**config.mk**
```make
export PLATFORM = sky130hd
export DESIGN_NAME = ff_override_monitor
export DESIGN_NICKNAME = d
export VERILOG_FILES = /design/src/rtl/ff_override_monitor.sv
export SDC_FILE = /design/constraint.sdc
export NUM_CORES = 1
export LEC_CHECK = 0
export CELL_PAD_IN_SITES_DETAIL_PLACEMENT = 2
export CELL_PAD_IN_SITES_GLOBAL_PLACEMENT = 2
export CORE_ASPECT_RATIO = 1.5
export CORE_MARGIN = 2
export CORE_UTILIZATION = 35
export CTS_BUF_LIST = sky130_fd_sc_hd__clkbuf_16
export CTS_CLUSTER_DIAMETER = 150
export DETAILED_ROUTE_END_ITERATION = 8
export PLACE_DENSITY_LB_ADDON = 0.1
export SYNTH_ARGS = -nofsm -noshare
export SYNTH_HDL_FRONTEND = slang
export SYNTH_SLANG_ARGS = --single-unit
```
**constraint.sdc**
```tcl
create_clock -name clk -period 3.4 [get_ports clk]
set_input_delay 0.68 -clock clk [delete_from_list [all_inputs] [get_ports clk]]
set_output_delay 0.68 -clock clk [all_outputs]
set_load 0.05 [all_outputs]
```
**src/rtl/ff_override_monitor.sv**
```systemverilog
// ff_override_monitor
// ---------------------------------------------------------------------------
// Passive checker placed beside a D flip-flop that can be overridden by a
// procedural force or preset. It keeps a shadow copy of the flop, driven by the
// same clock, reset and D, and compares the shadow against the observed Q on
// every rising edge. A mismatch opens an override episode. The block reports
// when an episode starts and ends, the forced value, how many episodes have
// closed and how long the last one lasted.
//
// Parameters:
//   CNT_W    width of the episode counter and the length counters
//   REL_CYC  consecutive matching samples needed to close an episode (1..15)
//
// Ports:
//   clk          in   clock shared with the monitored flop
//   rst          in   synchronous active-high reset shared with the flop
//   d            in   D presented to the monitored flop
//   q            in   observed Q of the monitored flop
//   en           in   compare enable; while low every sample is a match
//   ovr_active   out  high while an episode is open
//   ovr_start    out  one-cycle pulse when an episode opens
//   ovr_end      out  one-cycle pulse when an episode closes
//   ovr_val      out  q captured at the opening sample of the latest episode
//   ovr_count    out  number of closed episodes, saturating
//   ovr_len      out  mismatching samples in the last closed episode, saturating
//   ovr_len_max  out  largest ovr_len since reset (only with OVR_LEN_MAX_EN)
//
// Build option:
//   OVR_LEN_MAX_EN  when defined, adds the ovr_len_max port and its register.
// ---------------------------------------------------------------------------
module ff_override_monitor #(
  parameter int CNT_W   = 8,
  parameter int REL_CYC = 2
) (
  input  logic             clk,
  input  logic             rst,
  input  logic             d,
  input  logic             q,
  input  logic             en,
  output logic             ovr_active,
  output logic             ovr_start,
  output logic             ovr_end,
  output logic             ovr_val,
  output logic [CNT_W-1:0] ovr_count,
`ifdef OVR_LEN_MAX_EN
  output logic [CNT_W-1:0] ovr_len_max,
`endif
  output logic [CNT_W-1:0] ovr_len
);

  typedef enum logic [1:0] {
    MATCH    = 2'd0,
    OVERRIDE = 2'd1,
    RECOVER  = 2'd2
  } state_t;

  localparam logic [CNT_W-1:0] SAT     = '1;
  localparam logic [3:0]       REL_LIM = 4'(REL_CYC);

  state_t           state;
  state_t           state_next;
  logic             q_exp;
  logic             mis;
  logic [CNT_W-1:0] run_len;
  logic [3:0]       rel_cnt;

  logic open_ep;
  logic close_ep;
  logic extend_ep;
  logic enter_rec;
  logic step_rec;

  // Comparison uses the pre-edge q and shadow value and is masked while the
  // shared reset is asserted, so the flop's own reset never looks like an override.
  assign mis = en & ~rst & (q != q_exp);

  // State register.
  always_ff @(posedge clk) begin
    if (rst) begin
      state <= MATCH;
    end else begin
      state <= state_next;
    end
  end

  // Next-state logic plus the single-cycle actions that the datapath applies
  // on the same edge. Matching samples in RECOVER only advance the release
  // counter; they never add to the episode length.
  always_comb begin
    state_next = state;
    open_ep    = 1'b0;
    close_ep   = 1'b0;
    extend_ep  = 1'b0;
    enter_rec  = 1'b0;
    step_rec   = 1'b0;
    case (state)
      MATCH: begin
        if (mis) begin
          state_next = OVERRIDE;
          open_ep    = 1'b1;
        end
      end
      OVERRIDE: begin
        if (mis) begin
          extend_ep = 1'b1;
        end else if (REL_CYC == 1) begin
          state_next = MATCH;
          close_ep   = 1'b1;
        end else begin
          state_next = RECOVER;
          enter_rec  = 1'b1;
        end
      end
      RECOVER: begin
        if (mis) begin
          state_next = OVERRIDE;
          extend_ep  = 1'b1;
        end else if (rel_cnt + 4'd1 == REL_LIM) begin
          state_next = MATCH;
          close_ep   = 1'b1;
        end else begin
          step_rec = 1'b1;
        end
      end
      default: begin
        state_next = MATCH;
      end
    endcase
  end

  // Output decode: an episode is open whenever the FSM is away from MATCH.
  // The state is registered, so this output is registered as well.
  always_comb begin
    ovr_active = (state != MATCH);
  end

  // Shadow flop, episode counters and the registered report outputs.
  // A reset discards any open episode without counting it.
  always_ff @(posedge clk) begin
    if (rst) begin
      q_exp     <= 1'b0;
      run_len   <= '0;
      rel_cnt   <= '0;
      ovr_start <= 1'b0;
      ovr_end   <= 1'b0;
      ovr_val   <= 1'b0;
      ovr_count <= '0;
      ovr_len   <= '0;
    end else begin
      q_exp     <= d;
      ovr_start <= open_ep;
      ovr_end   <= close_ep;
      if (open_ep) begin
        ovr_val <= q;
        run_len <= CNT_W'(1);
      end
      if (extend_ep) begin
        rel_cnt <= '0;
        if (run_len != SAT) begin
          run_len <= run_len + CNT_W'(1);
        end
      end
      if (enter_rec) begin
        rel_cnt <= 4'd1;
      end
      if (step_rec) begin
        rel_cnt <= rel_cnt + 4'd1;
      end
      if (close_ep) begin
        rel_cnt <= '0;
        ovr_len <= run_len;
        if (ovr_count != SAT) begin
          ovr_count <= ovr_count + CNT_W'(1);
        end
      end
    end
  end

`ifdef OVR_LEN_MAX_EN
  // Longest closed episode since reset, refreshed on every close.
  always_ff @(posedge clk) begin
    if (rst) begin
      ovr_len_max <= '0;
    end else if (close_ep && (run_len > ovr_len_max)) begin
      ovr_len_max <= run_len;
    end
  end
`endif

endmodule

```
=== Yosys cells after proc, flatten, opt, wreduce, memory -nomap -nowiden ===
Index checks and enable logic that the tools add are counted.

* Register bits after elaboration: 34
* Bits of input ports: 5
* Output and inout port bits: 20
* Logic and storage cells: 53

* Add/subtract/negate cells: 3
* Equal/unequal tests: 9
* Multiplexer cells: 22
* Bitwise logic cells: 3
* Reductions and logical operators: 7

{| class="wikitable"
|+ Operator list
! kind !! number
|-
| two-way mux 8 bit || 3
|-
| adder 8 x 1 -> 8 bit, second input constant || 2
|-
| inequality test 8 bit, second input constant || 2
|-
| two-way mux 4 bit || 3
|-
| two-way mux 1 bit || 11
|-
| two-way mux 2 bit || 4
|-
| case mux 2 bit (3 select lines) || 1
|-
| adder 4 x 1 -> 4 bit, second input constant || 1
|-
| == test 4 x 2 -> 1 bit, second input constant || 1
|-
| inequality test 2 bit, second input constant || 2
|-
| OR reduction 2 bit || 2
|-
| inequality test 3 bit, second input constant || 1
|-
| AND reduction 3 bit || 1
|-
| nonzero test 3 bit || 1
|-
| AND 1 bit || 2
|-
| == test 2 x 1 -> 1 bit, second input constant || 1
|-
| == test 2 bit, second input constant || 1
|-
| logical NOT 2 bit || 1
|-
| AND reduction 2 bit || 1
|-
| nonzero test 2 bit || 1
|-
| inequality test 1 bit || 1
|-
| inverter 1 bit || 1
|}

=== Depth between registers and ports, before layout ===
* Word-level depth: 8
* Gate-level depth with buffers: 8
* Mapped depth without buffers: 7

=== Worst setup path before layout ===
OpenSTA, ideal clock, no wires.

* Path type: input-to-reg
* Start: in en
* End: reg state[0]
* Arrival: 1.863 ns
* Data required time: 3.314 ns
* Path slack: 1.451 ns
* Stages: 4
* Cell sequence: nor2b_1 > nand2_2 > or4_1 > a221oi_2

* Longest elaborated chain between the ends: 4

{| class="wikitable"
|+ RTL lines
! element !! line !! source
|-
| from (decl) || 39 || <nowiki>input logic en,</nowiki>
|-
| AND 1 bit (*) (2 in series) || 75 || <nowiki>assign mis = en & ~rst & (q != q_exp);</nowiki>
|-
| inequality test 3 bit (no source line) (tied with other cells) || -- ||
|-
| AND reduction 3 bit (no source line) or case mux 2 bit (3 select lines) (tied branches) || -- ||
|-
| to (signal assigned) || 82 || <nowiki>state <= state_next;</nowiki>
|-
| to (decl) || 60 || <nowiki>state_t state;</nowiki>
|}

Mark *: on every way between the ends. The rest lies on a longest branch, timed or not.
A chain may end at the register's enable or synchronous reset.

=== Final worst setup path ===
* Start: reg state[1]
* End: out ovr_active

* Longest elaborated chain between the ends: 1

{| class="wikitable"
|+ RTL lines
! element !! line !! source
|-
| nonzero test 2 bit || 134 || <nowiki>ovr_active = (state != MATCH);</nowiki>
|-
| to (decl) || 40 || <nowiki>output logic ovr_active,</nowiki>
|}

Every way passes these cells.

==> reports/qor.yml <==
wire_per_inst_um: 17.6
fin_cells: 302
areaGrowthSynthToFinish_pct: 25.6
dominantRegCellSynth: "dfxtp_1"
die-area_sq_um: 5690
grt_pass1_vias: 1852
grt_max_degree: 25
viasPerCell: 5.51
path_clk_slew_ps: 50
hold_viol: 0
worstPathRequired_ps: 2720
core-area_sq_um: 4850
ir_worst_vdd_mv: 0.318
pin_count: 25
dr.pass1.iters: 4
cpMaxStageDelayCell: "clkdlybuf4s50_1"
syn-num-nets: 220
finalWirelength_mm: 5.33
synth_cells: 207
syn-cell-area_sq_um: 1780
avgSynthCellArea_sq_um: 8.61
comb_power_share_pct: 7.8
die_h_um: 91.4
track_usage_pct: 19.9
worst-path-max-fanout: 5
internal_power_w: 0.000694
antenna_found_initial: 0
post-place-ws_ps: 590
vias: 1664
ys_ff_latch: 34
powerDensity_nw_per_um2: 409
drv_cap: 0
hpwl_mm: 4.11
fin_crit_sh_pct: 79.5
final_cell_mix: "34 x dfxtp_1, 24 x clkdlybuf4s50_1, 23 x nor2_1"
rsz0062_at_grt: "no"
numCtsBuffers: 5
fmax_mhz: 370
grt_pass1_wl_mm: 8.99
dp.cells: 294
p_seq_share_pct: 44.6
antenna_cells: 0
floorplan.rows: 31
skew_ps: 4.70
post-route-util_pct: 46.1
finalCriticalPeriod_ps: 2700
cts_resized: 0
cp-start-kind: "flip-flop"
cp_common_cell: "inv_1"
critPathKind: "reg2out"
final_common_cell: "dfxtp_1"
final_antenna_net_count: 0
worstHoldPathType: "reg2reg"
tightest_slew_ps: 801
cp.arrival_ps: 2020
globalplace.congestion: 0.791
clock_latency_ps: 280
swShare_pct: 24.2
synth-edff-count: 0
ctsHoldBuffers: 0
cts_setup_buffers: 0
grt_overflow_total: 0
status: "finished clean"
crit_chain: "inv_1, ha_1, inv_1, clkdlybuf4s50_1"
initial_utilization_pct: 36.7
clkSinkCount: 34
setup_viol: 0
cts-htree-levels: 2
fin_setup_tns_ps: 0
drv_slew: 0
drc: 0
holdWs_ps: 502
layout-drive-gt1-share_pct: 7.20
cts_buffer_depth: 2
leakage_nw: 0.840
cts_root_buf: "clkbuf_16"
port-buffer-count: 24
p_switching_w: 0.000221
async_flop_share_pct: 0
synth_cell_type_count: 49
die_w_um: 62.3
clockPowerShare_pct: 47.6
cpPeakStageDelay_ps: 830
drt_iter0_drc: 85
cts_tree: "built"
yosysSeqAreaShare_pct: 38.2
endpoint_kind: "output pin"
yosysWarnings: 0
max_slew_margin_pct: 46.3
setup_ws_ps: 697
nets: 248
power groups by stage:
stage / clock network [W] / registers [W] / logic, W
after detailed placement: 0 / 0.000417 / 0.0000719
after CTS: 0.000451 / 0.000409 / 0.0000726
after global routing: 0.000467 / 0.000409 / 0.0000784
after global placement: 0 / 0.000417 / 0.0000690
final: 0.000436 / 0.000409 / 0.0000715
after floorplan: 0 / 0.000420 / 0.0000437
critical path: cells and delay by family (launching register included):
family,cells,cell delay [ps]
buffers and inverters,3,1080
flip-flops,1,420
adder cells (fa/ha/maj),1,240
cells in the mapped netlist, types with 3 or more instances:
master	count	area share, %
o21ai_0	4	1.1
nor3_1	9	2.5
a31oi_1	4	1.4
nor2_1	23	4.8
ha_1	8	5.6
nand2_1	11	2.3
or3_1	5	1.8
inv_1	11	2.3
dfxtp_1	34	38
o21ai_1	8	2.2
clkbuf_1	3	0.63
a21oi_1	10	2.8
or4_1	3	1.3
nand3_1	14	3.9
nand2b_1	4	1.4
nor2b_1	4	1.4
mux2i_1	10	5.6
a211oi_1	3	1.3
and3_1	4	1.4
layout make-up:
cell class | count | area (sq um)
flip-flops and latches | 34 | 681
clock buffers | 5 | 125
fillers | 570 | 2610
well taps | 66 | 82.6
inverters | 11 | 41.3
clock inverters | 3 | 16.3
repair buffers | 26 | 255
multi-input cells | 157 | 1040
state kept, by name, indices dropped and copies added, names as in the netlist:
register and count:
q_exp 1, ovr_len 8, ovr_start 1, ovr_end 1, run_len 8, ovr_count 8, state 2, rel_cnt 4
ovr_val 1
per-layer routing:
| layer | vias to the layer above | track usage (%) | wire length [um] |
|---|---|---|---|
| met5 | - | 0 | 0 |
| met4 | 0 | 6.30 | 70 |
| met3 | 6 | 2.73 | 78 |
| met2 | 16 | 41.8 | 3180 |
| met1 | 838 | 19.2 | 2000 |
| li1 | 804 | - | - |
per-stage QoR:
| step | area [sq um] | power (W) |
|---|---|---|
| 3_3_place_gp | 2100 | 0.000486 |
| 4_1_cts | 2240 | 0.000932 |
| 6_report | 2240 | 0.000916 |
| 2_1_floorplan | 1780 | 0.000464 |
| 5_1_grt | 2240 | 0.000955 |
| 3_5_place_dp | 2100 | 0.000489 |
kinds of logic (layout without fill, tap and decap cells):
kind of cell	Yosys count	in the layout	share of synthesized area, %
AOI/OAI and AO/OA	48	48	18.9
xor gates and xnor gates	3	3	1.90
adders and majority gates	8	8	5.62
buffers and inverters	16	45	3.65
DFF	34	34	38.2
muxes	11	11	6.25
and+or+nand+nor	87	87	25.5
worst paths after layout:
check / endpoint / depth (start not counted) / slack (ps) / from
max: ovr_active / 4 / 700 / state[1]$_SDFFE_PP0P_
min: ovr_len[2]$_SDFFE_PP0P_ / 2 / 500 / ovr_len[2]$_SDFFE_PP0P_
max reg2reg: run_len[7]$_SDFF_PP0_ / 7 / 1090 / state[1]$_SDFFE_PP0P_
min reg2reg: ovr_len[2]$_SDFFE_PP0P_ / 2 / 500 / ovr_len[2]$_SDFFE_PP0P_
Note: power is estimated with default switching activity, not from simulation.
